===== src/rtl/xyz_stepper.sv =====
// xyz_stepper: issues I-low step pulses to walk the xyz FSM to a target code.
// Optional output pulse_cnt is enabled by XYZ_STEPPER_PULSE_CNT_EN.
module xyz_stepper #(
    parameter int TIMEOUT_CYC = 4,
    parameter int TO_W        = 4
) (
    input  logic       clk,
    input  logic       rst_n,
    input  logic       req_valid,
    output logic       req_ready,
    input  logic [2:0] req_code,
    input  logic [2:0] xyz_in,
    output logic       step_I,
    output logic       busy,
    output logic       done,
    output logic       err,
    output logic [1:0] err_code
`ifdef XYZ_STEPPER_PULSE_CNT_EN
    ,
    output logic [7:0] pulse_cnt
`endif
);

    typedef enum logic [1:0] {
        S_IDLE,
        S_PULSE,
        S_WAIT,
        S_DONE
    } state_t;

    localparam logic [1:0] EC_NONE = 2'b00;
    localparam logic [1:0] EC_TGT  = 2'b01;
    localparam logic [1:0] EC_XYZ  = 2'b10;
    localparam logic [1:0] EC_TO   = 2'b11;
    localparam logic [TO_W-1:0] TO_LAST = TO_W'(TIMEOUT_CYC - 1);

    function automatic logic legal(input logic [2:0] c);
        return c inside {3'b000, 3'b001, 3'b010, 3'b100};
    endfunction

    function automatic logic [1:0] idx(input logic [2:0] c);
        case (c)
            3'b001:  idx = 2'd1;
            3'b010:  idx = 2'd2;
            3'b100:  idx = 2'd3;
            default: idx = 2'd0;
        endcase
    endfunction

    state_t          state_q, state_d;
    logic [1:0]      rem_q, rem_d;
    logic [1:0]      exp_q, exp_d;
    logic [TO_W-1:0] to_q, to_d;
    logic [1:0]      ec_q, ec_d;
    logic [1:0]      tgt_w, cur_w;

    assign tgt_w = idx(req_code);
    assign cur_w = idx(xyz_in);

    always_ff @(posedge clk or negedge rst_n) begin
        if (!rst_n) begin
            state_q <= S_IDLE;
            rem_q   <= '0;
            exp_q   <= '0;
            to_q    <= '0;
            ec_q    <= EC_NONE;
        end else begin
            state_q <= state_d;
            rem_q   <= rem_d;
            exp_q   <= exp_d;
            to_q    <= to_d;
            ec_q    <= ec_d;
        end
    end

    always_comb begin
        state_d = state_q;
        rem_d   = rem_q;
        exp_d   = exp_q;
        to_d    = to_q;
        ec_d    = ec_q;
        unique case (state_q)
            S_IDLE: begin
                if (req_valid) begin
                    rem_d = tgt_w - cur_w;
                    exp_d = cur_w;
                    to_d  = '0;
                    ec_d  = EC_NONE;
                    if (!legal(req_code)) begin
                        ec_d    = EC_TGT;
                        state_d = S_DONE;
                    end else if (!legal(xyz_in)) begin
                        ec_d    = EC_XYZ;
                        state_d = S_DONE;
                    end else if (tgt_w == cur_w) begin
                        state_d = S_DONE;
                    end else begin
                        state_d = S_PULSE;
                    end
                end
            end
            S_PULSE: begin
                exp_d   = exp_q + 2'd1;
                to_d    = '0;
                state_d = S_WAIT;
            end
            S_WAIT: begin
                if (!legal(xyz_in)) begin
                    ec_d    = EC_XYZ;
                    state_d = S_DONE;
                end else if (cur_w == exp_q) begin
                    rem_d   = rem_q - 2'd1;
                    state_d = (rem_q == 2'd1) ? S_DONE : S_PULSE;
                end else begin
                    to_d = to_q + 1'b1;
                    if (to_q == TO_LAST) begin
                        ec_d    = EC_TO;
                        state_d = S_DONE;
                    end
                end
            end
            S_DONE: state_d = S_IDLE;
            default: state_d = S_IDLE;
        endcase
    end

    // Every output is a decode of state or flops; step_I drops only in PULSE.
    assign req_ready = (state_q == S_IDLE);
    assign busy      = (state_q != S_IDLE);
    assign done      = (state_q == S_DONE);
    assign step_I    = (state_q != S_PULSE);
    assign err_code  = ec_q;
    assign err       = (ec_q != EC_NONE);

`ifdef XYZ_STEPPER_PULSE_CNT_EN
    logic [7:0] pcnt_q;

    always_ff @(posedge clk or negedge rst_n) begin
        if (!rst_n) begin
            pcnt_q <= '0;
        end else if (state_q == S_PULSE) begin
            pcnt_q <= pcnt_q + 8'd1;
        end
    end

    assign pulse_cnt = pcnt_q;
`endif

endmodule


===== config.mk =====
export PLATFORM = sky130hd
export DESIGN_NAME = xyz_stepper
export DESIGN_NICKNAME = d
export VERILOG_FILES = /design/src/rtl/xyz_stepper.sv
export SDC_FILE = /design/constraint.sdc
export NUM_CORES = 1
export LEC_CHECK = 0
export ABC_AREA = 0
export ABC_CLOCK_PERIOD_IN_PS = 1750
export BUFFER_PORTS_ARGS = -buffer_cell sky130_fd_sc_hd__buf_2
export CORE_ASPECT_RATIO = 1.2
export CORE_MARGIN = 2
export CORE_UTILIZATION = 35
export DETAILED_ROUTE_END_ITERATION = 6
export PLACE_DENSITY_LB_ADDON = 0.2
export SYNTH_ARGS = -nofsm -noshare
export SYNTH_HDL_FRONTEND = slang
export SYNTH_SLANG_ARGS = --single-unit

===== constraint.sdc =====
create_clock -name clk -period 1.75 [get_ports clk]
set_clock_uncertainty 0.2 [all_clocks]
set_input_delay 0.175 -clock clk [delete_from_list [all_inputs] [get_ports clk]]
set_output_delay 0.175 -clock clk [all_outputs]
set_load 0.005 [all_outputs]

==> flow_metrics.py, run 1 <==
metrics = {
    "placed_design": {
        "hpwl_um": 2170,
        "post_dp_cell_area_um2": 1340,
        "place_ws_ps": -180,
        "io_buffers": 15,
        "place_congestion": 0.825,
    },
    "finish": {
        "antennaDiodeCount": 0,
        "area_growth_pct": 43.3,
        "fillCellCount": 271,
        "layout-drive-gt1-share_pct": 45.1,
        "final_util_pct": 53.7,
        "nets": 186,
        "final_common_cell": "buf_4",
        "design_area_um2": 1520,
        "final_cell_mix": "buf_4, buf_2, nor2_1, dfrtp_1",
    },
    "logic_synthesis": {
        "synthesis.area_um2": 1060,
        "syn_area_per_cell_um2": 8.18,
        "synth-seq-area-share_pct": 28.2,
        "ys_warn_count": 0,
        "ys_seq_elements": 12,
        "yosysTopAreaCell": "dfrtp_1",
        "synth_edf_count": 0,
        "netlist.area_leader.share_pct": 28.2,
        "syn_inst": 130,
        "synthArstFlopShare_pct": 100,
        "synth_area_leaders": "dfrtp_1, a21oi_1, nor2_1",
        "synth_fp_nets": 142,
        "synthDistinctLibCells": 49,
        "yosys_most_used_dff": "dfrtp_1",
    },
    "route": {
        "postRouteWirelength_um": 2930,
        "first_iter_violations": 28,
        "ant_nets": 0,
        "vias": 1138,
        "vias_per_cell": 5.50,
        "dr.pass1.iters": 4,
        "routedWlPerCell_um": 14.2,
        "drcViolationCount": 0,
    },
    "timing": {
        "tightest_slew_ps": 349,
        "fin_crit_ps": 1940,
        "slew-limit-headroom_pct": 76.7,
        "rsz0062_at_grt": "true",
        "setup_tns_ps": -812,
        "finalCritPeriodShare_pct": 111,
        "setup_slack_ps": -185,
        "max_freq_ghz": 0.517,
        "drv_slew": 0,
        "finalHoldViolations": 0,
        "setup_violations": 7,
    },
    "pwr": {
        "ir_drop_mv": 0.733,
        "power.density_nw_per_um2": 1330,
        "leakage_nw": 0.659,
    },
    "clock_tree": {
        "cts.sinks": 12,
        "cts-buffers-inserted": 3,
        "clock_path_buffers": 2,
        "cts_tree": "done",
        "cts.clk_slew.worst_paths_ps": 90,
        "insertion_delay_ps": 290,
        "clockRootBuffer": "clkbuf_4",
        "h-tree-depth": 1,
    },
    "critical_path": {
        "critPathRequiredTime_ps": 1770,
        "max_stage_delay_ps": 500,
        "critPathArrivalTime_ps": 1950,
        "critical_path.slowest_cell": "or4_4",
        "worst-r2r-cell-count": 5,
        "worstPathCellList": "or4_4, a31oi_4, nor2_2, o2bb2ai_2, a211oi_2",
        "cp-start-kind": "register",
        "cp-end-kind": "register",
        "crit_type": "register to register",
        "crit_fanout": 4,
    },
    "global_routing": {
        "first_global_vias": 1073,
        "grt_max_degree": 13,
        "antenna_found_initial": 0,
        "overflow": 0,
        "grt_pass1_wl_um": 4800,
        "gr-usage-all-layers_pct": 18.5,
    },
    "floorplanning": {
        "initial_core_util_pct": 37.5,
        "die_h_um": 64.4,
        "die_x_um": 54.3,
        "fp.coreArea_um2": 2840,
        "io_pins": 16,
        "core.rowCount": 21,
        "dieArea_um2": 3500,
    },
    "min_path": {
        "min_path_type": "primary input to register",
        "hold_path_depth": 3,
    },
    "status": {
        "status": "complete, but fails checks",
        "violations": "negative setup slack",
    },
    "run": {
        "maxCapViolations": 0,
    },
}
==> layout make-up <==
class / instances / area, um^2 / area share (%)
flip-flops and latches: 12 / 303 / 19.9
repair buffers: 48 / 337 / 22.1
clock buffers: 4 / 36.3 / 2.38
inverters: 11 / 45.0 / 2.96
multi-input cells: 98 / 761 / 49.9
well taps: 34 / 42.5 / 2.79
==> registers in the layout, summed over array words and instances, names as in the netlist <==
name	count
err_code	2
exp_q	2
rem_q	2
state_q	2
to_q	4
==> metal layers <==
metal / share of wire (%) / vias up / wire (um) / track usage, %
li1: - / 561 / - / -
met1: 43 / 539 / 1270 / 24.1
met2: 51 / 32 / 1510 / 30.4
met3: 3.2 / 6 / 94 / 1.40
met4: 2.0 / 0 / 59 / 7.50
met5: 0 / - / 0 / 0
==> kinds of logic after synthesis <==
| group | count (synthesis) | share of synthesized area (%) |
|---|---|---|
| AND/OR/NAND/NOR | 45 | 22.8 |
| buffers and inverters | 20 | 8.47 |
| adder cells (fa/ha/maj) | 5 | 5.41 |
| AO/OA/AOI/OAI | 43 | 29.6 |
| XOR/XNOR | 5 | 5.41 |
| flip-flops | 12 | 28.2 |
==> where the power goes <==
group | switching, mW | internal, mW
sequential | 0.120 | 0.394
clock | 0.109 | 0.127
combinational | 0.645 | 0.631
total | 0.875 | 1.15
==> cell usage after synthesis (all sizes together), types with 2 or more instances <==
master and count:
nor3 4, dfrtp 12, o221ai 2, nor2b 4
xnor2 3, o21ai 11, and3 2, maj3 2
o211ai 2, nor2 16, a21oi 11, nand3 2
or2 3, or4 2, nand2 6, a31oi 2
buf 4, clkbuf 5, ha 3, inv 10
a32oi 2, o22ai 2
==> metrics by stage <==
stage	power [mW]	hold slack, ps	cells
floorplan	1.16	-321	130
global placement	1.55	-126	197
detailed placement	1.58	-118	197
CTS	1.87	92.8	204
global route	2.21	117	207
finish	2.03	82.8	207
==> worst max-delay path, delay by kind of cell, from the launching register on <==
kind,cells,cell delay [ps]
AO/OA/AOI/OAI,3,620
AND/OR/NAND/NOR,2,590
flip-flops,1,450
==> path summary, 6_finish.rpt <==
path,to,from,slack [ps]
worst max register to register,rem_q[1],exp_q[0],-190
min in group asynchronous,to_q[3],rst_n,90
worst min register to register,rem_q[1],rem_q[1],390
max in group asynchronous,exp_q[1],rst_n,1010
worst max-delay path,rem_q[1],exp_q[0],-190
worst min-delay path,state_q[1],req_valid,80
==> repair_timing <==
item                                   in CTS  in global routing
endpoints found under the hold margin      12                  0
setup buffers                               2                  3
pin swaps                                   2                 11
setup endpoints to repair                  10                 11
hold buffers                                1                  0
gates resized for setup                     6                 21
Note: power is estimated with default switching activity, not from simulation.
==> inputs of run 2 (changes only) <==
- PLACE_DENSITY: not set -> 0.62
- PLACE_DENSITY_LB_ADDON: 0.2 -> not set
- RECOVER_POWER: not set -> 25
==> run 2 against run 1 <==
Against the previous run: the flow still finishes with violations (negative setup slack); largest power group unchanged; combinational power shrank 12%; hold slack lost 2.4 ps; die area is the same; highest routed layer unchanged; routed wire length grew 1.1%; clock-buffer cell count shrank 1; via count shrank 2.4%; core utilization shrank 4.1 points; first-iteration DRC count shrank 21%; cell count shrank 3.4%.
==> flow_metrics.py, run 2 (synthesized netlist as in run 1, its figures left out) <==
metrics = {
    "status": {
        "status": "complete, but fails checks",
        "violations": "negative setup slack",
    },
    "pwr": {
        "p_sw_mw": 0.829,
        "sw_frac_of_total_pct": 45.6,
        "leakage_nw": 0.609,
        "ir_drop_mv": 0.539,
        "power.total_mw": 1.82,
        "p_int_mw": 0.989,
        "combPwrFrac_pct": 62.2,
        "clkPwrFrac_pct": 10.0,
        "power_frac_seq_pct": 27.8,
        "power.density_nw_per_um2": 1290,
    },
    "run": {
        "maxCapViolations": 0,
    },
    "finish": {
        "final_cell_count_no_fill": 200,
        "top_register": "to_q",
        "fillCellCount": 298,
        "final_cell_mix": "buf_4, nor2_1, buf_2, dfrtp_1",
        "layout-drive-gt1-share_pct": 36.7,
        "final_common_cell": "buf_4",
        "design_area_um2": 1410,
        "area_growth_pct": 32.2,
        "largest_reg_flops": 4,
        "regArea_um2": 300,
        "multi_input_area_um2": 717,
        "nets": 180,
        "antennaDiodeCount": 0,
    },
    "timing": {
        "whs_ps": 80.4,
        "fin_crit_ps": 1870,
        "drv_slew": 0,
        "finalCritPeriodShare_pct": 107,
        "slew-limit-headroom_pct": 52.2,
        "tightest_slew_ps": 717,
        "setup_slack_ps": -123,
        "setup_violations": 6,
        "finalHoldViolations": 0,
        "max_freq_ghz": 0.534,
        "rsz0062_at_grt": "true",
        "setup_tns_ps": -487,
    },
    "route": {
        "routedWlPerCell_um": 14.8,
        "vias": 1111,
        "first_iter_violations": 22,
        "drcViolationCount": 0,
        "vias_per_cell": 5.56,
        "ant_nets": 0,
        "dr.pass1.iters": 4,
        "postRouteWirelength_um": 2970,
    },
    "floorplanning": {
        "io_pins": 16,
        "core.rowCount": 21,
        "initial_core_util_pct": 37.5,
        "fp.coreArea_um2": 2840,
        "die_x_um": 54.3,
        "dieArea_um2": 3500,
        "die_h_um": 64.4,
    },
    "min_path": {
        "min_path_type": "primary input to register",
        "hold_path_depth": 3,
        "whs_endpoint": "state_q[1]",
        "holdCritStartpoint": "req_valid",
    },
    "placed_design": {
        "io_buffers": 15,
        "place_inst": 195,
        "place_congestion": 0.855,
        "hpwl_um": 2240,
        "post_dp_cell_area_um2": 1320,
    },
    "critical_path": {
        "critical_path.slowest_cell": "or4bb_1",
        "timing.rr.end": "rem_q[1]",
        "max_stage_delay_ps": 540,
        "regToRegSetupSlack_ps": -120,
        "worstPathCellList": "or4bb_1, a31oi_4, nor2_2, o2bb2ai_2, a211oi_2",
        "cp-end-kind": "register",
        "r2r_start": "exp_q[1]",
        "worst-r2r-cell-count": 5,
        "critPathRequiredTime_ps": 1750,
        "crit_type": "register to register",
        "critPathArrivalTime_ps": 1880,
        "crit_fanout": 5,
        "cp-start-kind": "register",
    },
    "global_routing": {
        "first_global_vias": 1069,
        "grt_pass1_wl_um": 4800,
        "antenna_found_initial": 0,
        "gr-usage-all-layers_pct": 18.5,
        "overflow": 0,
        "grt_max_degree": 13,
    },
    "clock_tree": {
        "cts.sinks": 12,
        "cts.clk_slew.worst_paths_ps": 80,
        "clock_path_buffers": 2,
        "cts_tree": "done",
        "clockRootBuffer": "clkbuf_4",
        "insertion_delay_ps": 280,
        "h-tree-depth": 1,
        "cts-buffers-inserted": 3,
    },
}
## run 2: cell count changes in the layout (fill, tap and decap cells not counted), moves of 2 or more
cell and change:
buf_4 -3, buf_6 -3, dfrtp_1 +2, dfrtp_2 -2
## run 2: cell type report
class	count	share of cell area, %
Sequential cell	12	21.4
Timing Repair Buffer	42	19.8
Clock buffer	3	1.60
Tap cell	34	3.02
Inverter	11	3.20
Multi-Input combinational cell	98	51.0
## run 2: stage by stage
stage | worst slack (ps) | util (%)
after global routing | -170 | 49.6
after detailed placement | -156 | 46.6
final | -123 | 49.6
after CTS | -147 | 48.0
after global placement | -108 | 46.6
after floorplan | -127 | -
## run 2: how the worst max path moves through the flow
stage	from	end	slack, ps	cells past startpoint
finish	exp_q[1]	rem_q[1]	-120	5
global placement	xyz_in[2]	to_q[3]	-110	6
global route	exp_q[1]	rem_q[0]	-170	5
floorplan	exp_q[1]	rem_q[1]	-130	6
CTS	exp_q[0]	err_code[1]	-150	6
detailed placement	xyz_in[2]	to_q[3]	-160	6
## run 2: worst max-delay path: cells and delay by family, from the launching register on
family	cells	cell delay, ps
DFF	1	420
AOI/OAI and AO/OA	3	550
and+or+nand+nor	2	630
## run 2: power groups by stage
| stage | combinational (mW) | clock, mW | sequential [mW] |
|---|---|---|---|
| floorplan | 0.682 | 0 | 0.478 |
| global placement | 1.02 | 0 | 0.496 |
| detailed placement | 1.05 | 0 | 0.505 |
| CTS | 1.07 | 0.184 | 0.500 |
| global route | 1.24 | 0.192 | 0.523 |
| finish | 1.13 | 0.181 | 0.506 |
## run 2: what timing repair did
item / 4_1_cts / 5_1_grt
pin swaps: 0 / 8
hold buffers: 1 / 0
setup endpoints to repair: 10 / 11
gates resized for setup: 2 / 10
setup buffers: 0 / 1
hold endpoints to repair: 12 / 0
cloned: 0 / 0
## run 2: routing by layer
| metal | GRT usage [%] | up-vias | wire length [um] |
|---|---|---|---|
| li1 | - | 547 | - |
| met1 | 22.0 | 532 | 1230 |
| met2 | 32.8 | 26 | 1610 |
| met3 | 1.40 | 6 | 78 |
| met4 | 7.50 | 0 | 38 |
| met5 | 0 | - | 0 |
